===== config.mk =====
export PLATFORM = sky130hd
export DESIGN_NAME = pipeline_ctrl
export DESIGN_NICKNAME = d
export VERILOG_FILES = /design/src/rtl/pipeline_ctrl_pkg.sv /design/src/rtl/pipeline_ctrl_forward_unit.sv /design/src/rtl/pipeline_ctrl.sv
export SDC_FILE = /design/constraint.sdc
export NUM_CORES = 1
export LEC_CHECK = 0
export BUFFER_PORTS_ARGS = -buffer_cell sky130_fd_sc_hd__buf_2
export CAP_MARGIN = 20
export CORE_ASPECT_RATIO = 1.4
export CORE_MARGIN = 5
export CORE_UTILIZATION = 54
export DETAILED_ROUTE_END_ITERATION = 8
export PLACE_DENSITY_LB_ADDON = 0.1
export RECOVER_POWER = 25
export SYNTH_ARGS = -nofsm -noshare
export SYNTH_HDL_FRONTEND = slang
export SYNTH_SLANG_ARGS = --single-unit

===== constraint.sdc =====
create_clock -name clk -period 5.77 [get_ports clk]
set_input_delay 1.154 -clock clk [delete_from_list [all_inputs] [get_ports clk]]
set_output_delay 1.154 -clock clk [all_outputs]
set_load 0.05 [all_outputs]

===== src/rtl/pipeline_ctrl_pkg.sv =====
// Shared types and constants for the pipeline hazard/stall controller.
package pipeline_ctrl_pkg;

    typedef enum logic [1:0] {
        RUN   = 2'd0,
        DWAIT = 2'd1,
        ERR   = 2'd2
    } state_e;

    localparam logic [1:0] FWD_RF  = 2'b00;
    localparam logic [1:0] FWD_WB  = 2'b01;
    localparam logic [1:0] FWD_MEM = 2'b10;

    // Register 0 is hardwired to zero, so it never creates a dependency.
    function automatic logic reg_match(input logic [4:0] a, input logic [4:0] b);
        return (a != 5'd0) && (a == b);
    endfunction

endpackage


===== src/rtl/pipeline_ctrl_forward_unit.sv =====
// Operand forwarding selects for the D-stage comparator and the E-stage ALU.
module forward_unit
    import pipeline_ctrl_pkg::*;
(
    input  logic [4:0] rsD,
    input  logic [4:0] rtD,
    input  logic [4:0] rsE,
    input  logic [4:0] rtE,
    input  logic [4:0] write_regM,
    input  logic [4:0] write_regW,
    input  logic       reg_writeM,
    input  logic       reg_writeW,
    output logic       forward_AD,
    output logic       forward_BD,
    output logic [1:0] forward_AE,
    output logic [1:0] forward_BE
);

    // M-stage results are newer than W-stage results, so M wins.
    always_comb begin
        forward_AD = reg_writeM && reg_match(rsD, write_regM);
        forward_BD = reg_writeM && reg_match(rtD, write_regM);

        if (reg_writeM && reg_match(rsE, write_regM)) begin
            forward_AE = FWD_MEM;
        end else if (reg_writeW && reg_match(rsE, write_regW)) begin
            forward_AE = FWD_WB;
        end else begin
            forward_AE = FWD_RF;
        end

        if (reg_writeM && reg_match(rtE, write_regM)) begin
            forward_BE = FWD_MEM;
        end else if (reg_writeW && reg_match(rtE, write_regW)) begin
            forward_BE = FWD_WB;
        end else begin
            forward_BE = FWD_RF;
        end
    end

endmodule


===== src/rtl/pipeline_ctrl.sv =====
// Hazard, stall and memory-wait controller for a 5-stage pipeline with a
// timeout trap on the data memory handshake and a stall performance counter.
module pipeline_ctrl
    import pipeline_ctrl_pkg::*;
#(
    parameter int TIMEOUT = 255,
    parameter int CNT_W   = 16
) (
    input  logic             clk,
    input  logic             rst,
    input  logic [4:0]       rsD,
    input  logic [4:0]       rtD,
    input  logic [4:0]       rsE,
    input  logic [4:0]       rtE,
    input  logic [4:0]       write_regE,
    input  logic [4:0]       write_regM,
    input  logic [4:0]       write_regW,
    input  logic             reg_writeE,
    input  logic             reg_writeM,
    input  logic             reg_writeW,
    input  logic             mem_to_regE,
    input  logic             mem_to_regM,
    input  logic             mem_writeM,
    input  logic             branchD,
    input  logic             jumpD,
    input  logic             pc_srcD,
    input  logic             imem_ready,
    input  logic             dmem_ready,
    output logic             stallF,
    output logic             stallD,
    output logic             stallE,
    output logic             stallM,
    output logic             stallW,
    output logic             flushD,
    output logic             flushE,
    output logic             forward_AD,
    output logic             forward_BD,
    output logic [1:0]       forward_AE,
    output logic [1:0]       forward_BE,
    output logic             dmem_req,
    output logic             bus_err,
    output logic [CNT_W-1:0] stall_cnt
);

    localparam logic [8:0] TIMEOUT_C = 9'(TIMEOUT);

    state_e           state_q,    state_d;
    logic [7:0]       wait_cnt_q, wait_cnt_d;
    logic             bus_err_q,  bus_err_d;
    logic [CNT_W-1:0] stall_cnt_q, stall_cnt_d;

    logic lw_stall_s;
    logic br_stall_s;
    logic hazard_s;
    logic data_stall_s;

    forward_unit u_forward_unit (
        .rsD        (rsD),
        .rtD        (rtD),
        .rsE        (rsE),
        .rtE        (rtE),
        .write_regM (write_regM),
        .write_regW (write_regW),
        .reg_writeM (reg_writeM),
        .reg_writeW (reg_writeW),
        .forward_AD (forward_AD),
        .forward_BD (forward_BD),
        .forward_AE (forward_AE),
        .forward_BE (forward_BE)
    );

    // Hazard detection and stall/flush priority: ERR, then data stall, then the rest.
    always_comb begin
        lw_stall_s = mem_to_regE && (reg_match(rtE, rsD) || reg_match(rtE, rtD));
        br_stall_s = branchD &&
                     ((reg_writeE && (reg_match(write_regE, rsD) || reg_match(write_regE, rtD))) ||
                      (mem_to_regM && (reg_match(write_regM, rsD) || reg_match(write_regM, rtD))));
        hazard_s   = lw_stall_s || br_stall_s;

        dmem_req     = 1'b0;
        data_stall_s = 1'b0;
        stallF       = 1'b0;
        stallD       = 1'b0;
        stallE       = 1'b0;
        stallM       = 1'b0;
        stallW       = 1'b0;
        flushD       = 1'b0;
        flushE       = 1'b0;

        if (!rst) begin
            dmem_req = 1'b0;
        end else if (state_q == ERR) begin
            {stallF, stallD, stallE, stallM, stallW} = 5'b11111;
        end else begin
            dmem_req     = mem_to_regM || mem_writeM;
            data_stall_s = dmem_req && !dmem_ready;
            if (data_stall_s) begin
                {stallF, stallD, stallE, stallM, stallW} = 5'b11111;
            end else begin
                stallF = hazard_s || !imem_ready;
                stallD = hazard_s || !imem_ready;
                flushE = hazard_s || !imem_ready;
                // A held D register must not be cleared underneath the stall.
                flushD = (pc_srcD || jumpD) && !stallD;
            end
        end
    end

    // Memory-wait FSM, timeout trap and saturating stall counter.
    always_comb begin
        state_d     = state_q;
        wait_cnt_d  = wait_cnt_q;
        bus_err_d   = bus_err_q;
        stall_cnt_d = stall_cnt_q;

        case (state_q)
            RUN: begin
                if (data_stall_s) begin
                    state_d    = DWAIT;
                    wait_cnt_d = 8'd0;
                end else begin
                    state_d = RUN;
                end
            end
            DWAIT: begin
                if (!data_stall_s) begin
                    state_d = RUN;
                end else if (({1'b0, wait_cnt_q} + 9'd1) == TIMEOUT_C) begin
                    state_d   = ERR;
                    bus_err_d = 1'b1;
                end else begin
                    wait_cnt_d = wait_cnt_q + 8'd1;
                end
            end
            ERR: begin
                state_d   = ERR;
                bus_err_d = 1'b1;
            end
            default: begin
                state_d   = ERR;
                bus_err_d = 1'b1;
            end
        endcase

        if (stallF && (stall_cnt_q != {CNT_W{1'b1}})) begin
            stall_cnt_d = stall_cnt_q + {{(CNT_W-1){1'b0}}, 1'b1};
        end else begin
            stall_cnt_d = stall_cnt_q;
        end
    end

    // State registers with synchronous active-low reset.
    always_ff @(posedge clk) begin
        if (!rst) begin
            state_q     <= RUN;
            wait_cnt_q  <= 8'd0;
            bus_err_q   <= 1'b0;
            stall_cnt_q <= {CNT_W{1'b0}};
        end else begin
            state_q     <= state_d;
            wait_cnt_q  <= wait_cnt_d;
            bus_err_q   <= bus_err_d;
            stall_cnt_q <= stall_cnt_d;
        end
    end

    assign bus_err   = bus_err_q;
    assign stall_cnt = stall_cnt_q;

endmodule


### Word-level counts from Yosys, hierarchy flattened

Index checks and enable logic that the tools add are counted.

* bits in registers: 27
* bits in latches: 0
* memory bits (writable): 0
* memory bits (read-only): 0
* bits of input ports: 48
* output and inout bits: 31
* word-level logic and storage cells: 106
* memories: 0

* add/sub/neg operators: 3
* $mul: 0
* div/mod/pow operators: 0
* magnitude comparators: 0
* equal/unequal tests: 21
* shifts and indexed selects: 0
* muxes and demuxes: 31
* bitwise gates (word level): 1
* reduce and logical (&&, ||, !) cells: 46

Operators with widths (number)
* $eq 5x5->1: 12
* $reduce_bool 5->1: 6
* $logic_and 1x1->1: 25
* $mux 8: 3
* $mux 1: 21
* $add 16x1->16 const B: 1
* $ne 16x16->1 const B: 1
* $pmux 8 s2: 1
* $add 8x1->9 const B: 1
* $eq 9x8->1 const B: 1
* $add 8x1->8 const B: 1
* $logic_or 1x1->1: 8
* $mux 2: 4
* $ne 2x2->1 const B: 4
* $pmux 2 s2: 1
* $reduce_and 4->1: 1
* $logic_not 1->1: 3
* $ne 3x3->1 const B: 1
* $reduce_and 3->1: 1
* $eq 2x1->1 const B: 1
* $eq 2x2->1 const B: 1
* $logic_not 2->1: 1
* $pmux 1 s2: 1
* $reduce_bool 2->1: 1
* $not 1->1: 1

### Depth between registers and ports, before layout

Gate-level depths: netlist (run 1).

* depth in word-level cells: 13
* gate-level depth with buffers: 10
* depth with buffers taken out: 9

### Modules after synthesis

A second synthesis (run 1) with hierarchy kept.

* cell total of the unflattened synthesis: 286
* area, all modules: 2311.0 µm²

By module, submodules not included
* pipeline_ctrl: times used 1, cells an instance 227, area each 1836.8 µm², sequential area each 540.5 µm²
* forward_unit: times used 1, cells an instance 59, area each 474.2 µm², sequential area each 0.0 µm²

### Least setup slack after synthesis (run 1)

Ideal clock, no wire load.

* kind: input-to-output
* start: in rtE[2]
* end: out forward_BE[0]
* arrival: 3.928 ns
* required time: 4.616 ns
* slack: 0.688 ns
* cell stages on the path: 5
* cell sequence: clkbuf_1 > or4_1 > nor2_1 > nor4_1 > nor4_1

* cells in the longest elaborated chain, start to end: 5
* elaborated cells between the ends (all ways): 9
* classes of those cells: eq/ne: 2; mux: 2; reduce/logical: 5

Ends and longest elaborated chain
* start, declared: line pipeline_ctrl.sv:14 `input logic [4:0] rtE,`
* $eq 5x5->1 or $reduce_bool 5->1 (tied branches): line pipeline_ctrl_pkg.sv:16 `return (a != 5'd0) && (a == b);`
* $logic_and 1x1->1: line pipeline_ctrl_pkg.sv:16
* $logic_and 1x1->1: line pipeline_ctrl_forward_unit.sv:34 `end else if (reg_writeW && reg_match(rtE, write_regW)) begin`
* $mux 1: line pipeline_ctrl_forward_unit.sv:34
* $mux 2 (*): line pipeline_ctrl_forward_unit.sv:32 `if (reg_writeM && reg_match(rtE, write_regM)) begin`
* end, declared: line pipeline_ctrl.sv:39 `output logic [1:0] forward_BE,`

Every way passes the cells marked *; elsewhere a longest branch is shown, timed or not.

### Worst setup path after layout (run 1)

* start: in rtE[0]
* end: out flushD

* cells in the longest elaborated chain, start to end: 11
* elaborated cells between the ends (all ways): 14
* classes of those cells: eq/ne: 2; mux: 3; reduce/logical: 9

Ends and longest elaborated chain
* $eq 5x5->1 or $reduce_bool 5->1 (tied branches): line pipeline_ctrl_pkg.sv:16
* $logic_and 1x1->1: line pipeline_ctrl_pkg.sv:16
* $logic_or 1x1->1 (*): line pipeline_ctrl.sv:74 `lw_stall_s = mem_to_regE && (reg_match(rtE, rsD) || reg_match(rtE, rtD));`
* $logic_and 1x1->1 (*): line pipeline_ctrl.sv:74
* $logic_or 1x1->1 (*): line pipeline_ctrl.sv:78 `hazard_s = lw_stall_s || br_stall_s;`
* $logic_or 1x1->1 (*): line pipeline_ctrl.sv:101 `stallD = hazard_s || !imem_ready;`
* $logic_not 1->1 (*): line pipeline_ctrl.sv:104 `flushD = (pc_srcD || jumpD) && !stallD;`
* $logic_and 1x1->1 (*): line pipeline_ctrl.sv:104
* $mux 1 (*): line pipeline_ctrl.sv:97 `if (data_stall_s) begin`
* $mux 1 (*): line pipeline_ctrl.sv:92 `end else if (state_q == ERR) begin`
* $mux 1 (*): line pipeline_ctrl.sv:90 `if (!rst) begin`
* end, declared: line pipeline_ctrl.sv:34 `output logic flushD,`

Marks and branches as above.

==> qor.yml, run 1 <==
routing:
  vias: 2106
  drc_errors: 0
  vias_per_cell: 5.631
  dr.pass1.iters: 4
  wl_per_cell_um: 14.36
  drt_iter0_drc: 80
  wirelength_mm: 5.372
  antenna_left: 0
floorplanning:
  core_area_mm2: 0.003885
  dieWidth_um: 63.15
  top_level_ports: 79
  die_h_um: 84.41
  rows: 27
  dieArea_mm2: 0.005330
  start_util: 0.5498
job:
  cap_violations: 0
finish:
  final_core_util: 0.6444
  area.growth.synth_to_final_pct: 17.22
  mostFrequentLayoutCell: "buf_2"
  final_cell_mix: "buf_2 (65), xnor2_1 (31), dfxtp_1 (27)"
  final_cells: 374
  drive_above_1_share: 0.2326
  diodes: 0
  fillers: 372
  final_nets: 383
place:
  hpwl_mm: 4.258
  port_buffers: 78
  place_congestion: 0.8865
  dpl.cell_count: 370
yosys:
  ys_types: 37
  synth_top_family_by_area: "simple AND/OR/NAND/NOR gates"
  syn_area_mm2: 0.002136
  synth.avg_cell_area_um2: 7.940
  ys.flop_type: "dfxtp_1"
  synth_area_leaders: "dfxtp_1 (25%), xnor2_1 (13%), xor2_1 (9.8%)"
  ys_seq_area_frac: 0.2531
  synth-seq-cells: 27
  ys_async_sr_fraction: 0
  muxShareOfSynthArea: 0.06093
  synth-edff-count: 0
  syn_nets: 320
  synthSimpleGateAreaFrac: 0.2947
  yosysTopAreaCellShare: 0.2531
  synth_top_cell_by_area: "dfxtp_1"
  synthAdderAreaFrac: 0.01757
  synthCells: 269
  yosysWarnings: 0
  synth_compound_area_frac: 0.08846
  synth_xor_area_frac: 0.2255
outcome:
  status: "finished clean"
critical_path:
  arrival_ps: 3050
  worstRegToRegCells: 9
  critPathMaxFanout: 5
  worstPathRequired_ps: 4620
  path_class: "input pin to output pin"
  timing.rr.end: "wait_cnt_q[7]$_SDFFE_PN0P_"
  r2r-start: "wait_cnt_q[0]$_SDFFE_PN0P_"
  crit_path_start_kind: "input pin"
  regToRegSetupSlack_ps: 2970
  cp-end-kind: "output pin"
clock_network:
  cts_made_buffers: 3
  cts.clk_slew.worst_paths_ps: 90
  cts_tree: "done"
  cts_buffer_depth: 2
  clock_latency_ps: 270
  h-tree-depth: 1
  clock-root-buffer: "clkbuf_8"
  post_cts_resized: 0
  cts_setup_buffers: 0
  hold_buffers: 0
  cts.sinks: 27
power:
  cellPowerDensity_mw_per_mm2: 169.0
  ir_drop_mv: 0.1541
  power_leakage_nw: 1.145
sta:
  clock_skew_ps: 4.432
  hold_ws_ps: 452.2
  tns_ps: 0
  slew_viol_final: 0
  relSlewSlack: 0.3625
  min_period_over_period: 0.7282
  worst_slew_pin_slew_ps: 956.2
  grt_setup_unrepaired: "no"
  setup_viol: 0
  fmax_mhz: 238.0
  hold_viol_final: 0
  period_needed_ps: 4201
min_path:
  min_to: "bus_err$_SDFFE_PN0P_"
  whs_path_depth: 2
  hold_class: "flop to flop"
  min_from: "bus_err$_SDFFE_PN0P_"
global_routing:
  grt_pass1_vias: 2148
  grt_max_degree: 24
  grt_util_all_layers: 0.2038
  grt_pass1_wl_mm: 9.246
  antenna_found_initial: 0
  grt_overflow: 0
registers in the layout, summed over array words and instances (netlist names):
register / flops
stall_cnt: 16
wait_cnt_q: 8
state_q: 2
bus_err: 1
cell usage after synthesis, types with 8 or more instances:
master / count
xor2_1: 24
clkbuf_1: 11
nand2_1: 23
dfxtp_1: 27
nor3_1: 8
o21ai_1: 8
nand3_1: 12
and3_1: 9
nor2_1: 20
nand4_1: 10
mux2i_1: 13
a21oi_1: 14
xnor2_1: 31
worst max-delay path by stage:
stage	to	depth (start not counted)	slack (ps)	start
floorplan	forward_BE[0]	5	690	rtE[2]
global route	flushD	7	1400	rtE[0]
finish	flushD	7	1570	rtE[0]
detailed placement	flushD	7	1580	rtE[0]
global placement	flushD	7	1610	rtE[0]
CTS	flushD	7	1570	rtE[0]
per-layer routing:
metal	global-route usage	wire length, µm	share of wire
met1	0.2384	2127	0.40
met4	0.08687	136	0.025
met2	0.3697	2761	0.51
met5	0	0	0
met3	0.01874	346	0.064
stage by stage:
stage	area, µm²	setup WS (ps)	power [mW]
global placement	2475	1611	0.3200
CTS	2520	1572	0.4282
global route	2504	1405	0.4448
finish	2504	1569	0.4230
detailed placement	2475	1578	0.3209
floorplan	2136	688.1	0.2840
final cells by class:
| type | instances | area, µm² | area share |
|---|---|---|---|
| tap | 43 | 53.80 | 0.02149 |
| multi-input combinational | 216 | 1468 | 0.5862 |
| inverter | 6 | 22.52 | 0.008996 |
| clock buffer | 4 | 45.04 | 0.01799 |
| sequential | 27 | 540.5 | 0.2159 |
| timing repair buffer | 78 | 374.1 | 0.1494 |
worst max-delay path, stage by stage:
cell,delay [ps]
buf_2,140
or4_1,540
o21ai_0,200
a21oi_1,100
nor4b_4,320
nor3b_1,280
buf_2,310
logic make-up (layout without fill, tap and decap cells):
| family | after synthesis | after routing |
|---|---|---|
| AO/OA/AOI/OAI | 33 | 33 |
| flip-flops | 27 | 27 |
| XOR/XNOR | 55 | 55 |
| buffers and inverters | 26 | 88 |
| AND/OR/NAND/NOR | 112 | 112 |
| adder cells (fa/ha/maj) | 3 | 3 |
| multiplexers | 13 | 13 |
report_power, final:
group / internal, mW / switching (mW) / total (mW)
combinational: 0.0447 / 0.0784 / 0.123
clock: 0.0494 / 0.0576 / 0.107
sequential: 0.189 / 0.00361 / 0.193
(Power assumes the default switching activity.)
==> inputs of run 2 (changes only) <==
--- a/config.mk
+++ b/config.mk
@@ -9,7 +9,7 @@
 export CAP_MARGIN = 20
 export CORE_ASPECT_RATIO = 1.4
 export CORE_MARGIN = 5
-export CORE_UTILIZATION = 54
+export CORE_UTILIZATION = 50
 export DETAILED_ROUTE_END_ITERATION = 8
 export PLACE_DENSITY_LB_ADDON = 0.1
 export RECOVER_POWER = 25
==> constraint.sdc (replaced) <==
create_clock -name clk -period 4.3 [get_ports clk]
set_input_delay 0.86 -clock clk [delete_from_list [all_inputs] [get_ports clk]]
set_output_delay 0.86 -clock clk [all_outputs]
set_load 0.05 [all_outputs]
==> qor.yml, run 2 (synthesis results as in run 1) <==
place:
  hpwl_mm: 4.440  # +4.3%
  place_congestion: 0.9983  # +13%
  port_buffers: 78  # unchanged
power:
  ir_drop_mv: 0.09989  # -35%
  power_uw: 568.2  # +34%
  power_leakage_nw: 1.148  # +0.31%
  cellPowerDensity_mw_per_mm2: 225.5  # +33%
critical_path:
  setup.worst_path.end: "flushD"
  startpoint: "rtE[0]"
  path_class: "input pin to output pin"
  critPathMaxFanout: 5  # unchanged
  crit_path_start_kind: "input pin"
  r2r-start: "wait_cnt_q[0]$_SDFFE_PN0P_"
  regToRegSetupSlack_ps: 1540  # -1430 ps
  worstPathRequired_ps: 3440  # -1180 ps
  cp-end-kind: "output pin"
  arrival_ps: 2700  # -350 ps
  timing.rr.end: "wait_cnt_q[7]$_SDFFE_PN0P_"
  worstRegToRegCells: 9  # unchanged
floorplanning:
  start_util: 0.5123  # -0.03745
  dieArea_mm2: 0.005697  # +6.9%
  core_area_mm2: 0.004169  # +7.3%
  die_h_um: 87.33  # +3.5%
  dieWidth_um: 65.24  # +3.3%
  top_level_ports: 79  # unchanged
  rows: 28  # +3.7%
finish:
  final_cell_mix: "buf_2 (66), xnor2_1 (31), dfxtp_1 (27)"
  mostFrequentLayoutCell: "buf_2"
  area.growth.synth_to_final_pct: 17.98
  diodes: 0  # unchanged
  drive_above_1_share: 0.2417  # +0.009063
  final_nets: 383  # unchanged
  largest_reg_flops: 16  # unchanged
sta:
  hold_viol_final: 0  # unchanged
  fmax_mhz: 280.9
  relSlewSlack: 0.4631  # +0.1006
  min_period_over_period: 0.8280
  setup_viol: 0  # unchanged
  period_needed_ps: 3560
  grt_setup_unrepaired: "no"
  worst_slew_pin_slew_ps: 805.3  # -150.9 ps
  slew_viol_final: 0  # unchanged
  clock_skew_ps: 0.5931  # -3.839 ps
  tns_ps: 0  # unchanged
clock_network:
  post_cts_resized: 0  # unchanged
  hold_buffers: 0  # unchanged
  h-tree-depth: 1  # unchanged
  cts_tree: "done"
  cts.clk_slew.worst_paths_ps: 90  # about the same
  clock-root-buffer: "clkbuf_8"
  clock_latency_ps: 270  # about the same
  cts.sinks: 27  # unchanged
  cts_setup_buffers: 0  # unchanged
  cts_buffer_depth: 2  # unchanged
  cts_made_buffers: 3  # unchanged
routing:
  antenna_left: 0  # unchanged
  wirelength_mm: 5.488  # +2.2%
  dr.pass1.iters: 4  # unchanged
  drt_iter0_drc: 97  # +21%
  drc_errors: 0  # unchanged
  vias_per_cell: 5.444  # -3.3%
  wl_per_cell_um: 14.60  # +1.6%
  vias: 2047  # -2.8%
global_routing:
  grt_util_all_layers: 0.1952  # -0.008646
  antenna_found_initial: 0  # unchanged
  grt_max_degree: 24  # unchanged
  grt_pass1_vias: 2013  # -6.3%
  grt_overflow: 0  # unchanged
  grt_pass1_wl_mm: 8.887  # -3.9%
job:
  cap_violations: 0  # unchanged
min_path:
  hold_class: "flop to flop"
  min_from: "bus_err$_SDFFE_PN0P_"
outcome:
  status: "finished clean"
[run 2: cell types whose count changed in the layout (fill, tap and decap cells not counted), sizes merged]
cell	delta
clkbuf	-1
buf	+1
[run 2: metrics by stage]
| stage | worst slack [ps] | hold WS, ps | area (µm²) | instances | util |
|---|---|---|---|---|---|
| 2_1_floorplan | 22.40 | 463.6 | 2148 | 269 | - |
| 3_3_place_gp | 787.4 | 435.4 | 2490 | 372 | 0.5972 |
| 3_5_place_dp | 739.3 | 436.4 | 2490 | 372 | 0.5972 |
| 4_1_cts | 741.9 | 451.0 | 2535 | 376 | 0.6080 |
| 5_1_grt | 595.3 | 493.7 | 2520 | 376 | 0.6044 |
| 6_report | 739.7 | 448.9 | 2520 | 376 | 0.6044 |
[run 2: routing by layer]
| layer | wire [µm] | vias to the layer above | global-route usage | share of wire |
|---|---|---|---|---|
| li1 | - | 1057 | - | - |
| met1 | 2182 | 916 | 0.2183 | 0.40 |
| met2 | 2874 | 61 | 0.3613 | 0.52 |
| met3 | 238 | 13 | 0.01421 | 0.043 |
| met4 | 193 | 0 | 0.1019 | 0.035 |
| met5 | 0 | - | 0 | 0 |
[run 2: how the worst min path moves through the flow]
| stage | endpoint | slack, ps | depth (start not counted) |
|---|---|---|---|
| 6_report | bus_err$_SDFFE_PN0P_ | 450 | 2 |
| 5_1_grt | bus_err$_SDFFE_PN0P_ | 490 | 2 |
| 4_1_cts | bus_err$_SDFFE_PN0P_ | 450 | 2 |
| 3_5_place_dp | bus_err$_SDFFE_PN0P_ | 440 | 2 |
| 3_3_place_gp | bus_err$_SDFFE_PN0P_ | 440 | 2 |
| 2_1_floorplan | wait_cnt_q[7]$_SDFFE_PN0P_ | 460 | 2 |
[run 2: layout make-up]
| cell class | count | area [µm²] |
|---|---|---|
| multi-input cells | 216 | 1480 |
| repair buffers | 78 | 375.4 |
| fillers | 405 | 1649 |
| flip-flops and latches | 27 | 540.5 |
| clock buffers | 4 | 45.04 |
| well taps | 45 | 56.30 |
| inverters | 6 | 22.52 |
[run 2: worst max-delay path: stages]
cell and delay [ps]:
buf_2 140, or4_1 540, o21ai_0 200, a21oi_1 100, nor4b_4 350, nor3b_1 210
buf_2 290
[run 2: where the power goes]
part | internal (mW) | total (mW) | switching (mW)
combinational | 0.0602 | 0.167 | 0.107
clock | 0.0664 | 0.143 | 0.0763
sequential | 0.254 | 0.258 | 0.00434
